### src/rtl/ddr3_burst_arbiter_pkg.sv
// Shared DDR3 controller definitions: arbiter state encoding, grant
// direction, and the burst-geometry helpers that both the arbiter and the
// AXI burst master use to derive STEP and NBURST from their parameters.
package ddr3_burst_arbiter_pkg;

    typedef enum logic [2:0] {
        ST_IDLE    = 3'd0,
        ST_WR_REQ  = 3'd1,
        ST_WR_WAIT = 3'd2,
        ST_RD_REQ  = 3'd3,
        ST_RD_WAIT = 3'd4
    } arb_state_t;

    typedef enum logic {
        GRANT_WRITE = 1'b0,
        GRANT_READ  = 1'b1
    } grant_t;

    // Bytes covered by one burst; also the pointer increment.
    function automatic int unsigned burst_step(input int unsigned burst_len,
                                               input int unsigned beat_bytes);
        return burst_len * beat_bytes;
    endfunction

    // Number of burst slots in the ring region [mem_beg, mem_end).
    function automatic int unsigned burst_count(input int unsigned mem_beg,
                                                input int unsigned mem_end,
                                                input int unsigned step);
        return (mem_end - mem_beg) / step;
    endfunction

endpackage

### src/rtl/ddr3_burst_arbiter_if.sv
// Burst request/acknowledge handshake between the arbiter (master side,
// issues requests) and the AXI burst master (slave side, accepts them).
interface ddr3_burst_arbiter_if #(
    parameter int AXI_ADDR_W = 30
);

    logic                  wr_burst_req;
    logic [AXI_ADDR_W-1:0] wr_burst_addr;
    logic                  wr_burst_ack;
    logic                  wr_burst_done;
    logic                  rd_burst_req;
    logic [AXI_ADDR_W-1:0] rd_burst_addr;
    logic                  rd_burst_ack;
    logic                  rd_burst_done;

    modport master (
        output wr_burst_req,
        output wr_burst_addr,
        input  wr_burst_ack,
        input  wr_burst_done,
        output rd_burst_req,
        output rd_burst_addr,
        input  rd_burst_ack,
        input  rd_burst_done
    );

    modport slave (
        input  wr_burst_req,
        input  wr_burst_addr,
        output wr_burst_ack,
        output wr_burst_done,
        input  rd_burst_req,
        input  rd_burst_addr,
        output rd_burst_ack,
        output rd_burst_done
    );

endinterface

### src/rtl/ddr3_burst_arbiter.sv
// DDR3 burst arbiter: grants one write or read burst at a time between the
// user FIFOs and the AXI burst master, round-robin when both are eligible.
// The memory region is used as a ring of fixed-size burst slots with
// independent write and read pointers and a count of filled slots.
module ddr3_burst_arbiter
    import ddr3_burst_arbiter_pkg::*;
#(
    parameter int          AXI_ADDR_W  = 30,
    parameter int          CNT_W       = 10,
    parameter int unsigned BURST_LEN   = 16,
    parameter int unsigned BEAT_BYTES  = 8,
    parameter int unsigned RD_FIFO_DEP = 512,
    parameter int unsigned MEM_BEG     = 0,
    parameter int unsigned MEM_END     = 'h400
) (
    input  logic                    clk,
    input  logic                    rst,
    input  logic                    calib_done,
    input  logic                    rd_mem_enable,
    input  logic [CNT_W-1:0]        wr_fifo_cnt,
    input  logic [CNT_W-1:0]        rd_fifo_cnt,
    ddr3_burst_arbiter_if.master    bus,
    output logic                    mem_full,
    output logic                    mem_empty,
    output logic                    busy
);

    localparam int unsigned STEP     = burst_step(BURST_LEN, BEAT_BYTES);
    localparam int unsigned NBURST   = burst_count(MEM_BEG, MEM_END, STEP);
    localparam int          STORED_W = $clog2(NBURST + 1);

    // Pointer arithmetic is done one bit wider than the address so the
    // wrap test cannot be fooled by an overflowing sum.
    localparam logic [AXI_ADDR_W:0]   STEP_X    = (AXI_ADDR_W+1)'(STEP);
    localparam logic [AXI_ADDR_W:0]   MEM_END_X = (AXI_ADDR_W+1)'(MEM_END);
    localparam logic [AXI_ADDR_W-1:0] MEM_BEG_A = AXI_ADDR_W'(MEM_BEG);
    localparam logic [STORED_W-1:0]   NBURST_S  = STORED_W'(NBURST);
    localparam logic [STORED_W-1:0]   ONE_S     = STORED_W'(1);

    arb_state_t            state;
    grant_t                last_grant;
    logic [AXI_ADDR_W-1:0] wr_ptr;
    logic [AXI_ADDR_W-1:0] rd_ptr;
    logic [STORED_W-1:0]   stored;
    logic                  wr_req_q;
    logic                  rd_req_q;

    logic                  wr_level_ok;
    logic                  rd_space_ok;
    logic                  wr_ok;
    logic                  rd_ok;

    // Next slot in the ring after ptr, wrapping back to the region start.
    function automatic logic [AXI_ADDR_W-1:0] advance(input logic [AXI_ADDR_W-1:0] ptr);
        logic [AXI_ADDR_W:0] sum;
        sum = {1'b0, ptr} + STEP_X;
        if (sum >= MEM_END_X) begin
            return MEM_BEG_A;
        end
        return sum[AXI_ADDR_W-1:0];
    endfunction

    // Eligibility of each direction; only consulted while idle.
    always_comb begin
        wr_level_ok = 32'(wr_fifo_cnt) >= BURST_LEN;
        rd_space_ok = (32'(rd_fifo_cnt) + BURST_LEN) <= RD_FIFO_DEP;
        wr_ok       = calib_done & wr_level_ok & (stored < NBURST_S);
        rd_ok       = calib_done & rd_mem_enable & (stored != '0) & rd_space_ok;
    end

    // Grant/handshake FSM, also owning the ring pointers and slot count.
    always_ff @(posedge clk) begin
        if (rst) begin
            state      <= ST_IDLE;
            last_grant <= GRANT_READ;
            wr_ptr     <= MEM_BEG_A;
            rd_ptr     <= MEM_BEG_A;
            stored     <= '0;
            wr_req_q   <= 1'b0;
            rd_req_q   <= 1'b0;
        end else begin
            case (state)
                ST_IDLE: begin
                    if (wr_ok && (!rd_ok || last_grant == GRANT_READ)) begin
                        state      <= ST_WR_REQ;
                        wr_req_q   <= 1'b1;
                        last_grant <= GRANT_WRITE;
                    end else if (rd_ok) begin
                        state      <= ST_RD_REQ;
                        rd_req_q   <= 1'b1;
                        last_grant <= GRANT_READ;
                    end
                end
                ST_WR_REQ: begin
                    if (bus.wr_burst_ack) begin
                        wr_req_q <= 1'b0;
                        if (bus.wr_burst_done) begin
                            state  <= ST_IDLE;
                            wr_ptr <= advance(wr_ptr);
                            stored <= stored + ONE_S;
                        end else begin
                            state <= ST_WR_WAIT;
                        end
                    end
                end
                ST_WR_WAIT: begin
                    if (bus.wr_burst_done) begin
                        state  <= ST_IDLE;
                        wr_ptr <= advance(wr_ptr);
                        stored <= stored + ONE_S;
                    end
                end
                ST_RD_REQ: begin
                    if (bus.rd_burst_ack) begin
                        rd_req_q <= 1'b0;
                        if (bus.rd_burst_done) begin
                            state  <= ST_IDLE;
                            rd_ptr <= advance(rd_ptr);
                            stored <= stored - ONE_S;
                        end else begin
                            state <= ST_RD_WAIT;
                        end
                    end
                end
                ST_RD_WAIT: begin
                    if (bus.rd_burst_done) begin
                        state  <= ST_IDLE;
                        rd_ptr <= advance(rd_ptr);
                        stored <= stored - ONE_S;
                    end
                end
                default: begin
                    state    <= ST_IDLE;
                    wr_req_q <= 1'b0;
                    rd_req_q <= 1'b0;
                end
            endcase
        end
    end

    assign bus.wr_burst_req  = wr_req_q;
    assign bus.wr_burst_addr = wr_ptr;
    assign bus.rd_burst_req  = rd_req_q;
    assign bus.rd_burst_addr = rd_ptr;

    assign mem_full  = (stored == NBURST_S);
    assign mem_empty = (stored == '0);
    assign busy      = (state != ST_IDLE);

endmodule
### src/flat_wrapper.sv
// flat-port wrapper written by rule: the top's interface ports become plain ports
module ddr3_burst_arbiter_flat import ddr3_burst_arbiter_pkg::*;
#(
    parameter int          AXI_ADDR_W  = 30,
    parameter int          CNT_W       = 10,
    parameter int unsigned BURST_LEN   = 16,
    parameter int unsigned BEAT_BYTES  = 8,
    parameter int unsigned RD_FIFO_DEP = 512,
    parameter int unsigned MEM_BEG     = 0,
    parameter int unsigned MEM_END     = 'h400
)
  (clk, rst, calib_done, rd_mem_enable, wr_fifo_cnt, rd_fifo_cnt, mem_full, mem_empty, busy, bus_wr_burst_req, bus_wr_burst_addr, bus_wr_burst_ack, bus_wr_burst_done, bus_rd_burst_req, bus_rd_burst_addr, bus_rd_burst_ack, bus_rd_burst_done);
  ddr3_burst_arbiter_if #(.AXI_ADDR_W(AXI_ADDR_W)) bus_i ();
  input  logic clk;
  input  logic rst;
  input  logic calib_done;
  input  logic rd_mem_enable;
  input  logic [CNT_W-1:0] wr_fifo_cnt;
  input  logic [CNT_W-1:0] rd_fifo_cnt;
  output logic mem_full;
  output logic mem_empty;
  output logic busy;
  output wire logic [$bits(bus_i.wr_burst_req)-1:0] bus_wr_burst_req;
  output wire logic [$bits(bus_i.wr_burst_addr)-1:0] bus_wr_burst_addr;
  input wire logic [$bits(bus_i.wr_burst_ack)-1:0] bus_wr_burst_ack;
  input wire logic [$bits(bus_i.wr_burst_done)-1:0] bus_wr_burst_done;
  output wire logic [$bits(bus_i.rd_burst_req)-1:0] bus_rd_burst_req;
  output wire logic [$bits(bus_i.rd_burst_addr)-1:0] bus_rd_burst_addr;
  input wire logic [$bits(bus_i.rd_burst_ack)-1:0] bus_rd_burst_ack;
  input wire logic [$bits(bus_i.rd_burst_done)-1:0] bus_rd_burst_done;
  assign bus_wr_burst_req = bus_i.wr_burst_req;
  assign bus_wr_burst_addr = bus_i.wr_burst_addr;
  assign bus_i.wr_burst_ack = bus_wr_burst_ack;
  assign bus_i.wr_burst_done = bus_wr_burst_done;
  assign bus_rd_burst_req = bus_i.rd_burst_req;
  assign bus_rd_burst_addr = bus_i.rd_burst_addr;
  assign bus_i.rd_burst_ack = bus_rd_burst_ack;
  assign bus_i.rd_burst_done = bus_rd_burst_done;
  ddr3_burst_arbiter #(.AXI_ADDR_W(AXI_ADDR_W), .CNT_W(CNT_W), .BURST_LEN(BURST_LEN), .BEAT_BYTES(BEAT_BYTES), .RD_FIFO_DEP(RD_FIFO_DEP), .MEM_BEG(MEM_BEG), .MEM_END(MEM_END)) u_core (.clk(clk), .rst(rst), .calib_done(calib_done), .rd_mem_enable(rd_mem_enable), .wr_fifo_cnt(wr_fifo_cnt), .rd_fifo_cnt(rd_fifo_cnt), .bus(bus_i), .mem_full(mem_full), .mem_empty(mem_empty), .busy(busy));
endmodule
### config.mk
export PLATFORM = sky130hd
export DESIGN_NAME = ddr3_burst_arbiter_flat
export DESIGN_NICKNAME = d
export VERILOG_FILES = /design/src/rtl/ddr3_burst_arbiter_pkg.sv /design/src/rtl/ddr3_burst_arbiter_if.sv /design/src/rtl/ddr3_burst_arbiter.sv /design/src/flat_wrapper.sv
export SDC_FILE = /design/constraint.sdc
export NUM_CORES = 1
export LEC_CHECK = 0
export CORE_ASPECT_RATIO = 0.7
export CORE_MARGIN = 4
export CORE_UTILIZATION = 29
export DETAILED_ROUTE_END_ITERATION = 10
export PLACE_DENSITY = 0.56
export SYNTH_ARGS = -nofsm -noshare
export SYNTH_HDL_FRONTEND = slang
export SYNTH_SLANG_ARGS = --single-unit
### constraint.sdc
create_clock -name clk -period 2.3 [get_ports clk]
set_input_delay 0.46 -clock clk [delete_from_list [all_inputs] [get_ports clk]]
set_output_delay 0.46 -clock clk [all_outputs]
set_load 0.005 [all_outputs]
==> impl_metrics.env <==
export IMPL_outcome="completed"
export IMPL_finalSetupViolCount=0
export IMPL_die_area_sq_mm=0.0130
export IMPL_min_period_ps=2280
export IMPL_cts_buffer_depth=2
export IMPL_diodes=0
export IMPL_cp_cell_sequence="ha_4 -> or3_4 -> a21oi_2 -> o22ai_2 -> nor4b_2 -> nor4b_4 -> a31oi_4 -> buf_6 -> nor2_2"
export IMPL_min_path_type="flip-flop to flip-flop"
export IMPL_antenna_found_initial=0
export IMPL_dp_hpwl_mm=6.94
export IMPL_ant_nets=0
export IMPL_fin_util_pct=44.3
export IMPL_max_stage_delay_ps=360
export IMPL_async_flop_share_pct=0
export IMPL_grt_first_pass_wirelength_mm=14.7
export IMPL_multi_input_area_sq_mm=0.00216
export IMPL_finalHoldViolCount=0
export IMPL_cp_top_family="simple AND/OR/NAND/NOR gates"
export IMPL_avgSynthCellArea_sq_um=8.45
export IMPL_dp_cells=652
export IMPL_remaining_drc_errors=0
export IMPL_synthCells=384
export IMPL_drt_iter0_markers=164
export IMPL_grt_max_degree=21
export IMPL_cp_required_ps=2530
export IMPL_num_rows=32
export IMPL_syn_area_sq_mm=0.00324
export IMPL_cap_violations=0
export IMPL_drive_above_1_share_pct=25.3
export IMPL_area_delta_synth_final_pct=49.6
export IMPL_clock_latency_ps=290
export IMPL_yosysTopAreaCell="dfxtp_1"
export IMPL_path_buf_inv=1
export IMPL_grt_pass1_vias=2953
export IMPL_hold_buffers=0
export IMPL_gr_total_overflow=0
export IMPL_finalCritPeriodShare_pct=99.1
export IMPL_cp_start_kind="flip-flop"
export IMPL_cp_arrival_ps=2510
export IMPL_synth_top_cell_area_share_pct=34.6
export IMPL_io_pins=93
export IMPL_vdd_drop_max_uv=295
export IMPL_gp_congestion=0.840
export IMPL_dr_pass1_iters=5
export IMPL_root_buffer="clkbuf_16"
export IMPL_setup_ws_ps=21.3
export IMPL_fmax_ghz=0.439
export IMPL_synth_seq_cells=56
export IMPL_yosys_warnings=0
export IMPL_leakagePower_nw=1.80
export IMPL_worst_slew_pin_slew_ps=705
export IMPL_start_util_pct=29.6
export IMPL_synth_area_leaders="dfxtp_1 35%, and2_1 5.4%, nand2_1 3.8%, xnor2_1 3.5%, xor2_1 3.5%"
export IMPL_drv_slew=0
export IMPL_fin_worst_skew_ps=8.22
export IMPL_htree_levels=2
export IMPL_fin_cells=662
export IMPL_yosysMostFrequentCell="dfxtp_1"
export IMPL_seq_area_frac_synth_pct=34.6
export IMPL_synth_main_ff_cell="dfxtp_1"
export IMPL_grt_usage_pct=13.9
export IMPL_slew_headroom_pct=52.9
export IMPL_setup_tns_ps=0
export IMPL_regArea_sq_mm=0.00113
export IMPL_dr_total_vias=3216
export IMPL_pre_cts_ws_ps=-419
export IMPL_core_area_sq_mm=0.0110
export IMPL_viasPerCell=4.86
export IMPL_fp_dieW_um=134
export IMPL_n_fill_cell=1126
export IMPL_io_buffers=74
export IMPL_nets=542
export IMPL_die_y_um=96.5
export IMPL_rsz0062_at_grt="yes"
export IMPL_synth_enable_flop_cells=0
export IMPL_routed_wl_mm=9.26
export IMPL_path_max_fanout=5
export IMPL_wl_per_cell_um=14.0
export IMPL_synthTopCellsByCount="56 x dfxtp_1, 33 x nand2_1, 28 x and2_1, 26 x nor2_1, 18 x nand3_1"
export IMPL_cp_slowest_cell="dfxtp_4"
export IMPL_cts_buffers=5
export IMPL_yosysUniqueCellTypes=69
export IMPL_cp_end_kind="flip-flop"
export IMPL_criticalPathCategory="flip-flop to flip-flop"
export IMPL_path_clk_slew_ps=70
export IMPL_clock_sinks=56
export IMPL_power_density_mw_per_mm2=528
export IMPL_cts_tree="yes"
worst paths after layout:
| check | start | to | slack (ps) | depth (start not counted) |
|---|---|---|---|---|
| max | u_core.bus.rd_burst_addr[7] | u_core.bus.rd_burst_addr[17] | 20 | 9 |
| min | u_core.bus.wr_burst_req | u_core.bus.wr_burst_req | 500 | 2 |
| max reg2reg | u_core.bus.rd_burst_addr[7] | u_core.bus.rd_burst_addr[17] | 20 | 9 |
| min reg2reg | u_core.bus.wr_burst_req | u_core.bus.wr_burst_req | 500 | 2 |
layout make-up:
cell class                 count  area share (%)
multi-input combinational    305            44.5
timing repair buffer         131            24.7
sequential                    56            23.4
tap                          153            3.94
clock buffer                   6            2.65
inverter                      10           0.773
clock inverter                 1           0.103
logic make-up (layout without fill, tap and decap cells):
family | after synthesis | count (layout) | share of synthesized area [%]
AOI/OAI and AO/OA | 66 | 66 | 14.7
xor gates and xnor gates | 26 | 26 | 7.02
adders and majority gates | 5 | 5 | 2.16
buffers and inverters | 36 | 148 | 6.40
DFF | 56 | 56 | 34.6
muxes | 4 | 4 | 1.47
other | 1 | 14 | 0.116
and+or+nand+nor | 190 | 190 | 33.6
cells in the final DEF, fill, tap and decap left out, drive strengths merged, types with 10 or more instances in the layout:
cell / n
a21oi: 13
and2: 28
buf: 57
clkdlybuf4s50: 70
conb: 14
dfxtp: 56
inv: 10
nand2: 33
nand3: 20
nand4: 11
nor2: 39
nor3: 16
o21ai: 15
xnor2: 13
xor2: 13
report_power, final:
part | internal, mW | switching (mW) | leakage [nW]
registers | 1.03 | 0.0779 | 0.457
logic | 0.372 | 0.352 | 1.28
clock network | 0.397 | 0.339 | 0.0667
stage by stage:
step | power, mW | hold slack, ps | instance area (sq um)
3_5_place_dp | 1.83 | 487 | 4470
5_1_grt | 2.74 | 531 | 4850
3_3_place_gp | 1.82 | 484 | 4470
6_report | 2.56 | 495 | 4850
4_1_cts | 2.60 | 500 | 4660
2_1_floorplan | 1.53 | 475 | 3290
routing by layer:
metal	vias to the layer above	global-route usage (%)	routed length, um
met5	-	0	0
met4	0	2.80	74
met3	7	3.52	530
met2	86	21.2	3990
met1	1512	19.8	4670
li1	1611	-	-
state kept, by name, indices dropped and copies added, names as in the netlist:
name,count
u_core.bus.wr_burst_req,1
u_core.state,3
u_core.stored,4
u_core.bus.rd_burst_req,1
u_core.bus.wr_burst_addr,23
u_core.bus.rd_burst_addr,23
u_core.last_grant,1
tightest hold or removal path, cell delays in order, from the launching register on:
cell,delay [ps]
dfxtp_1,310
nor2_1,100
nor3_1,50
what timing repair did:
action / in CTS / in global routing
gates resized for setup: 11 / 41
buffers inserted: 1 / 2
pin swaps: 7 / 25
endpoints found under the setup margin: 15 / 34
Note: power is estimated with default switching activity, not from simulation.
